<file path="src/rtl/ws2811_rx_pkg.sv">
// rtl/ws2811_rx_pkg.sv - shared WS2811 timing constants, log2 helper and receiver state type
package ws2811_rx_pkg;

  typedef enum logic [2:0] {S_SYNC, S_IDLE, S_HIGH, S_LOW, S_ERROR} state_t;

  localparam int BITS_PER_PIXEL = 24;

  function automatic int log2_min1(input int n);
    return (n <= 1) ? 1 : $clog2(n);
  endfunction

  // Timing is derived from the clock so transmitter and receiver agree on bit widths.
  function automatic int ws_cycle(input int sysclk);
    return sysclk / 400000;
  endfunction

  function automatic int ws_t1_min(input int sysclk);
    return ws_cycle(sysclk) * 35 / 100;
  endfunction

  function automatic int ws_hmin(input int sysclk);
    return ws_cycle(sysclk) / 10;
  endfunction

  function automatic int ws_hmax(input int sysclk);
    return ws_cycle(sysclk) * 75 / 100;
  endfunction

  function automatic int ws_gap(input int sysclk);
    return 20 * ws_cycle(sysclk);
  endfunction

endpackage

</file>
<file path="src/rtl/ws2811_rx_if.sv">
// rtl/ws2811_rx_if.sv - decoded pixel / frame status bundle of the WS2811 receiver
interface ws2811_rx_if #(parameter int ADDR_W = 2);
  logic              pixel_valid;
  logic [ADDR_W-1:0] address;
  logic [7:0]        red_out;
  logic [7:0]        green_out;
  logic [7:0]        blue_out;
  logic              frame_done;
  logic              bit_error;
  logic              overflow;

  modport master (
    output pixel_valid, address, red_out, green_out, blue_out,
    output frame_done, bit_error, overflow
  );

  modport slave (
    input pixel_valid, address, red_out, green_out, blue_out,
    input frame_done, bit_error, overflow
  );
endinterface

</file>
<file path="src/rtl/ws2811_rx_sync2.sv">
// rtl/ws2811_rx_sync2.sv - two-flop synchronizer for the asynchronous serial line
module sync2 (
  input  logic clk,
  input  logic reset,
  input  logic d,
  output logic q
);
  logic meta;

  always_ff @(posedge clk) begin
    if (reset) begin
      meta <= 1'b0;
      q    <= 1'b0;
    end else begin
      meta <= d;
      q    <= meta;
    end
  end
endmodule

</file>
<file path="src/rtl/ws2811_rx.sv">
// rtl/ws2811_rx.sv - WS2811 serial pixel receiver: pulse-width bit decode, pixel assembly, gap framing
module ws2811_rx
  import ws2811_rx_pkg::*;
#(
  parameter int NUM_LEDS     = 4,
  parameter int SYSTEM_CLOCK = 100_000_000
) (
  input  logic         clk,
  input  logic         reset,
  input  logic         DI,
  ws2811_rx_if.master  px
);
  localparam int T1_MIN = ws_t1_min(SYSTEM_CLOCK);
  localparam int HMIN   = ws_hmin(SYSTEM_CLOCK);
  localparam int HMAX   = ws_hmax(SYSTEM_CLOCK);
  localparam int GAP    = ws_gap(SYSTEM_CLOCK);
  localparam int CNT_W  = $clog2(GAP + 1);
  localparam int ADDR_W = log2_min1(NUM_LEDS);
  localparam int PIX_W  = $clog2(NUM_LEDS + 1);

  localparam logic [CNT_W-1:0] GAP_C  = CNT_W'(GAP);
  localparam logic [CNT_W-1:0] T1_C   = CNT_W'(T1_MIN);
  localparam logic [CNT_W-1:0] HMIN_C = CNT_W'(HMIN);
  localparam logic [CNT_W-1:0] HMAX_C = CNT_W'(HMAX);
  localparam logic [PIX_W-1:0] LEDS_C = PIX_W'(NUM_LEDS);

  logic             ds, ds_prev, rise;
  state_t           state, state_n;
  logic [CNT_W-1:0] cnt, cnt_n, cnt_inc;
  logic             shift_en, bit_val, hi_err, gap_evt, hold_idle;
  logic [4:0]       bit_idx;
  logic [PIX_W-1:0] pix_cnt;
  logic [22:0]      shreg;
  logic [23:0]      pix_word;

  sync2 u_sync (.clk(clk), .reset(reset), .d(DI), .q(ds));

  always_ff @(posedge clk) begin
    if (reset) ds_prev <= 1'b0;
    else       ds_prev <= ds;
  end

  assign rise     = ds & ~ds_prev;
  assign cnt_inc  = (cnt == GAP_C) ? cnt : cnt + CNT_W'(1);
  assign pix_word = {shreg, bit_val};

  always_ff @(posedge clk) begin
    if (reset) begin
      state <= S_SYNC;
      cnt   <= '0;
    end else begin
      state <= state_n;
      cnt   <= cnt_n;
    end
  end

  // One counter serves high-width and low-gap measurement; every entry into a measured phase counts its first cycle.
  always_comb begin
    state_n = state;
    cnt_n   = cnt;
    case (state)
      S_SYNC, S_ERROR: begin
        if (ds) cnt_n = '0;
        else if (cnt_inc == GAP_C) begin
          cnt_n   = '0;
          state_n = S_IDLE;
        end else cnt_n = cnt_inc;
      end
      S_IDLE: begin
        cnt_n = '0;
        if (rise) begin
          cnt_n   = CNT_W'(1);
          state_n = S_HIGH;
        end
      end
      S_HIGH: begin
        if (ds) begin
          if (cnt_inc > HMAX_C) begin
            cnt_n   = '0;
            state_n = S_ERROR;
          end else cnt_n = cnt_inc;
        end else if (cnt < HMIN_C) begin
          cnt_n   = '0;
          state_n = S_ERROR;
        end else begin
          cnt_n   = CNT_W'(1);
          state_n = S_LOW;
        end
      end
      S_LOW: begin
        if (ds) begin
          cnt_n   = CNT_W'(1);
          state_n = S_HIGH;
        end else if (cnt_inc == GAP_C) begin
          cnt_n   = '0;
          state_n = S_IDLE;
        end else cnt_n = cnt_inc;
      end
      default: begin
        cnt_n   = '0;
        state_n = S_SYNC;
      end
    endcase
  end

  always_comb begin
    shift_en  = (state == S_HIGH) && !ds && (cnt >= HMIN_C);
    bit_val   = (cnt >= T1_C);
    hi_err    = (state == S_HIGH) && (ds ? (cnt_inc > HMAX_C) : (cnt < HMIN_C));
    gap_evt   = (state == S_LOW) && !ds && (cnt_inc == GAP_C);
    hold_idle = (state == S_SYNC) || (state == S_IDLE) || (state == S_ERROR);
  end

  always_ff @(posedge clk) begin
    if (reset) begin
      bit_idx        <= '0;
      pix_cnt        <= '0;
      shreg          <= '0;
      px.pixel_valid <= 1'b0;
      px.address     <= '0;
      px.red_out     <= '0;
      px.green_out   <= '0;
      px.blue_out    <= '0;
      px.frame_done  <= 1'b0;
      px.bit_error   <= 1'b0;
      px.overflow    <= 1'b0;
    end else begin
      px.pixel_valid <= 1'b0;
      px.frame_done  <= 1'b0;
      px.bit_error   <= 1'b0;
      if (hold_idle) begin
        bit_idx <= '0;
        pix_cnt <= '0;
      end
      if (hi_err) begin
        px.bit_error <= 1'b1;
        bit_idx      <= '0;
      end
      if (shift_en) begin
        shreg <= {shreg[21:0], bit_val};
        if (bit_idx == 5'(BITS_PER_PIXEL - 1)) begin
          bit_idx <= '0;
          // Surplus pixels are dropped; the index sticks at NUM_LEDS instead of wrapping.
          if (pix_cnt < LEDS_C) begin
            px.pixel_valid <= 1'b1;
            px.address     <= pix_cnt[ADDR_W-1:0];
            px.red_out     <= pix_word[23:16];
            px.green_out   <= pix_word[15:8];
            px.blue_out    <= pix_word[7:0];
            pix_cnt        <= pix_cnt + PIX_W'(1);
          end else begin
            px.overflow <= 1'b1;
          end
        end else begin
          bit_idx <= bit_idx + 5'd1;
        end
      end
      if (gap_evt) begin
        px.frame_done <= 1'b1;
        px.bit_error  <= (bit_idx != '0);
        bit_idx       <= '0;
        pix_cnt       <= '0;
        px.overflow   <= 1'b0;
      end
    end
  end
endmodule
</file>
<file path="src/flat_wrapper.sv">
// flat-port wrapper written by rule: the top's interface ports become plain ports
module ws2811_rx_flat import ws2811_rx_pkg::*;
#(
  parameter int NUM_LEDS     = 4,
  parameter int SYSTEM_CLOCK = 100_000_000
)
  (clk, reset, DI, px_pixel_valid, px_address, px_red_out, px_green_out, px_blue_out, px_frame_done, px_bit_error, px_overflow);
  ws2811_rx_if px_i ();
  input  logic clk;
  input  logic reset;
  input  logic DI;
  output wire logic [$bits(px_i.pixel_valid)-1:0] px_pixel_valid;
  output wire logic [$bits(px_i.address)-1:0] px_address;
  output wire logic [$bits(px_i.red_out)-1:0] px_red_out;
  output wire logic [$bits(px_i.green_out)-1:0] px_green_out;
  output wire logic [$bits(px_i.blue_out)-1:0] px_blue_out;
  output wire logic [$bits(px_i.frame_done)-1:0] px_frame_done;
  output wire logic [$bits(px_i.bit_error)-1:0] px_bit_error;
  output wire logic [$bits(px_i.overflow)-1:0] px_overflow;
  assign px_pixel_valid = px_i.pixel_valid;
  assign px_address = px_i.address;
  assign px_red_out = px_i.red_out;
  assign px_green_out = px_i.green_out;
  assign px_blue_out = px_i.blue_out;
  assign px_frame_done = px_i.frame_done;
  assign px_bit_error = px_i.bit_error;
  assign px_overflow = px_i.overflow;
  ws2811_rx #(.NUM_LEDS(NUM_LEDS), .SYSTEM_CLOCK(SYSTEM_CLOCK)) u_core (.clk(clk), .reset(reset), .DI(DI), .px(px_i));
endmodule
</file>
<file path="config.mk">
export PLATFORM = sky130hd
export DESIGN_NAME = ws2811_rx_flat
export DESIGN_NICKNAME = d
export VERILOG_FILES = /design/src/rtl/ws2811_rx_pkg.sv /design/src/rtl/ws2811_rx_if.sv /design/src/rtl/ws2811_rx_sync2.sv /design/src/rtl/ws2811_rx.sv /design/src/flat_wrapper.sv
export SDC_FILE = /design/constraint.sdc
export NUM_CORES = 1
export LEC_CHECK = 0
export BUFFER_PORTS_ARGS = -buffer_cell sky130_fd_sc_hd__buf_2
export CAP_MARGIN = 30
export CELL_PAD_IN_SITES_DETAIL_PLACEMENT = 2
export CELL_PAD_IN_SITES_GLOBAL_PLACEMENT = 2
export CORE_MARGIN = 2
export CORE_UTILIZATION = 39
export CTS_BUF_LIST = sky130_fd_sc_hd__clkbuf_4 sky130_fd_sc_hd__clkbuf_8
export CTS_CLUSTER_SIZE = 10
export DETAILED_ROUTE_END_ITERATION = 16
export GPL_TIMING_DRIVEN = 0
export PLACE_DENSITY_LB_ADDON = 0.2
export SLEW_MARGIN = 15
export SYNTH_ARGS = -nofsm -noshare
export SYNTH_HDL_FRONTEND = slang
export SYNTH_SLANG_ARGS = --single-unit
</file>
<file path="constraint.sdc">
create_clock -name clk -period 5.4 [get_ports clk]
set_clock_uncertainty 0.1 [all_clocks]
set_input_delay 0.54 -clock clk [delete_from_list [all_inputs] [get_ports clk]]
set_output_delay 0.54 -clock clk [all_outputs]
set_load 0.02 [all_outputs]
</file>
==> metrics.csv <==
stage,metric,value,unit
die,die_w,102,um
timing,min_period,3.77,ns
timing,hold_slack,0.309,ns
die,num_rows,35,
place,dp_hpwl,8500,um
worst_setup_path,reg2reg_to,u_core.bit_idx[0],
detailed_routing,wl,11900,um
yosys,avgSynthCellArea,8.04,um2
status,outcome,finished clean,
worst_setup_path,worst_setup_path_start_kind,flip-flop,
detailed_routing,vias,3461,
yosys,synth_mux_area_share,0.671,%
clock_tree,cts_root_buf,clkbuf_8,
timing,hold_viol,0,
worst_setup_path,reg2reg_slack,1.63,ns
detailed_routing,first_pass_iters,4,
place,dp_cells,624,
clock_tree,cts_hold_buf,0,
global_routing,antenna_found_initial,0,
die,die_h,102,um
yosys,synth_area,0.00373,mm2
min_path,hp-class,in -> reg,
yosys,syn-instance-count,464,
clock_tree,cts_tree,yes,
clock_tree,postCtsResizedCells,0,
clock_tree,path_clk_slew,0.10,ns
yosys,synthAdderAreaFrac,2.35,%
final_layout,utilization,45.9,%
worst_setup_path,path_max_fanout,8,
die,ios,33,
timing,worst_pin_slew,0.905,ns
power_and_ir_drop,powerDensity,254,mW/mm2
detailed_routing,avgRoutedWirePerCell,18.6,um
detailed_routing,drtIter0Drc,116,
yosys,ys_types,63,
global_routing,grt_pass1_wl,19800,um
power_and_ir_drop,irDropWorstVdd,140,uV
detailed_routing,drc_errors,0,
die,die_area,0.0104,mm2
timing,period_share,69.8,%
yosys,yosys.area.top_type_share,42.9,%
yosys,synth_top_family_by_area,simple AND/OR/NAND/NOR gates,
global_routing,overflow,0,
final_layout,drive_gt1_share,16.8,%
worst_setup_path,worstSetupEndpointType,flip-flop,
clock_tree,clk-insertion-delay-late,0.36,ns
yosys,async_flop_share,0,%
timing,setup_tns,0,ns
place,numPortBuffers,31,
power_and_ir_drop,leakagePower,1.52,nW
timing,fmax,0.265,GHz
worst_setup_path,crit_start,u_core.cnt[0],
yosys,yosys.area.top_type,dfxtp_1,
global_routing,grt_pass1_vias,3763,
worst_setup_path,worstPathRequired,5.56,ns
worst_setup_path,r2r-start,u_core.cnt[0],
yosys,synthTopCellsByArea,"dfxtp_1 (43%), nand2_1 (11%), a21oi_1 (9.7%)",
yosys,yosysWarnings,0,
yosys,synth_compound_area_share,21.8,%
yosys,yosys-top-cells-count,"nand2_1 (112), dfxtp_1 (80), a21oi_1 (72)",
timing,drv_slew,0,
worst_setup_path,ff2ff_path_depth,10,
global_routing,grt_max_degree,16,
detailed_routing,ant_nets,0,
final_layout,n_antenna_cell,0,
final_layout,final_nets,516,
worst_setup_path,crit_type,reg -> reg,
final_layout,fill_cells,1068,
clock_tree,post-cts-setup-buffers,0,
global_routing,grt_usage,24.6,%
die,initial_utilization,40.4,%
timing,relSlewSlack,39.0,%
worst_setup_path,cp.arrival,3.93,ns
detailed_routing,vias_per_cell,5.41,
timing,setup_violations,0,
final_layout,multi_input_area,0.00191,mm2
yosys,ys_seq_area_share,42.9,%
power_and_ir_drop,total_power,0.00107,W
yosys,dominantRegCellSynth,dfxtp_1,
yosys,yosysMostFrequentCell,nand2_1,
final_layout,regArea,0.00160,mm2
clock_tree,clock_path_buffers,2,
die,coreArea,0.00924,mm2
clock_tree,cts_htree_levels,3,
yosys,synthXorXnorAreaFrac,2.11,%
clock_tree,numCtsBuffers,9,
worst_setup_path,cp-endpoint,u_core.bit_idx[0],
final_layout,final_cell_count_no_fill,640,
yosys,synth_nets,474,
yosys,ys_seq_elements,80,
yosys,synth-simple-area-share,24.3,%
place,routabilityCongestion,0.823,
timing,rsz0062_at_grt,no,
final_layout,synthToLayoutAreaGrowth,13.6,%
job,cap_violations,0,
yosys,synth-edff-count,0,
clock_tree,cts.sink_count,80,
[kinds of logic (layout without fill, tap and decap cells)]
| kind of cell | Yosys count | count (layout) |
|---|---|---|
| buf+inv | 47 | 94 |
| fa+ha+maj | 7 | 7 |
| mux | 2 | 2 |
| simple gates | 192 | 192 |
| xor+xnor | 9 | 9 |
| flops | 80 | 80 |
| compound gates | 127 | 127 |
[worst max-delay path: stages, from the launching register on]
cell	delay, ns
dfxtp_1	0.35
buf_4	0.17
inv_1	0.10
ha_1	0.16
or4b_4	0.47
nor4_4	0.42
mux2_4	0.34
or3_4	0.36
o41ai_2	0.80
nor2_1	0.15
a22o_1	0.26
[flip-flops by register name, indices dropped and copies added (netlist names), 2 cells and up]
| register | cells |
|---|---|
| u_core.state | 3 |
| u_core.px.blue_out | 8 |
| u_core.shreg | 23 |
| u_core.pix_cnt | 3 |
| u_core.cnt | 13 |
| u_core.px.red_out | 8 |
| u_core.px.green_out | 8 |
| u_core.bit_idx | 5 |
| u_core.px.address | 2 |
[worst min path at each step]
stage | endpoint | slack, ns | start | cells after the start
2_1_floorplan | u_core.u_sync.q | 0.31 | u_core.u_sync.meta | 1
3_3_place_gp | u_core.u_sync.q | 0.32 | u_core.u_sync.meta | 1
3_5_place_dp | u_core.px.green_out[5] | 0.35 | u_core.px.green_out[5] | 2
4_1_cts | u_core.u_sync.meta | 0.30 | DI | 2
5_1_grt | u_core.u_sync.meta | 0.33 | DI | 2
6_report | u_core.u_sync.meta | 0.31 | DI | 2
[layout by cell type (no fill, tap or decap), types with 2 or more instances in the layout]
cell type / Yosys / layout
nor4_1: 3 / 3
o211ai_2: 2 / 2
nand2b_1: 4 / 4
nand3_1: 10 / 10
a21oi_1: 72 / 72
nand4_1: 2 / 2
a21o_1: 4 / 4
nor2b_1: 6 / 6
or2_2: 3 / 3
a31oi_1: 4 / 4
o21a_1: 2 / 2
clkbuf_8: 0 / 10
o2111ai_1: 2 / 2
xnor2_1: 8 / 8
buf_6: 3 / 3
nand2_1: 112 / 112
o211ai_1: 2 / 2
nor3_1: 5 / 5
clkbuf_1: 17 / 17
o31a_1: 2 / 2
nand3b_1: 2 / 2
or4b_2: 2 / 2
dfxtp_1: 80 / 80
nor2_1: 23 / 23
o21ai_0: 12 / 12
buf_1: 2 / 2
buf_2: 8 / 39
or3_1: 4 / 4
inv_6: 0 / 3
a211oi_1: 4 / 4
ha_1: 7 / 7
inv_1: 14 / 14
buf_4: 3 / 3
clkinvlp_4: 0 / 3
a211oi_2: 5 / 5
o31ai_2: 1 / 2
and3_1: 5 / 5
[layer usage]
metal / vias to the layer above / GRT usage (%) / share of wire [%]
li1: 1678 / - / -
met1: 1735 / 32.0 / 46
met2: 41 / 43.3 / 51
met3: 7 / 2.55 / 2.2
met4: 0 / 6.76 / 0.86
met5: - / 0 / 0
[layout make-up]
type / count / share of cell area, %
buffer: 33 / 3.96
clock buffer: 10 / 3.25
clock inverter: 6 / 1.15
inverter: 14 / 1.24
multi-input combinational: 337 / 45.1
sequential: 80 / 37.8
tap: 129 / 3.81
timing repair buffer: 31 / 3.66
[where the power goes]
group	total [W]	internal [W]	switching [W]	leakage, nW
clock network	0.000432	0.000185	0.000247	0.0859
logic	0.0000485	0.0000154	0.0000332	0.789
registers	0.000595	0.000592	0.00000269	0.645
total	0.00107	0.000792	0.000283	1.52
[stage by stage]
| step | worst slack [ns] | cell area [um2] |
|---|---|---|
| finish | 1.63 | 4240 |
| detailed placement | 1.61 | 4050 |
| floorplan | 2.15 | 3730 |
| CTS | 1.60 | 4240 |
| global route | 1.44 | 4240 |
| global placement | 1.69 | 4050 |
Note: power is estimated with default switching activity, not from simulation.
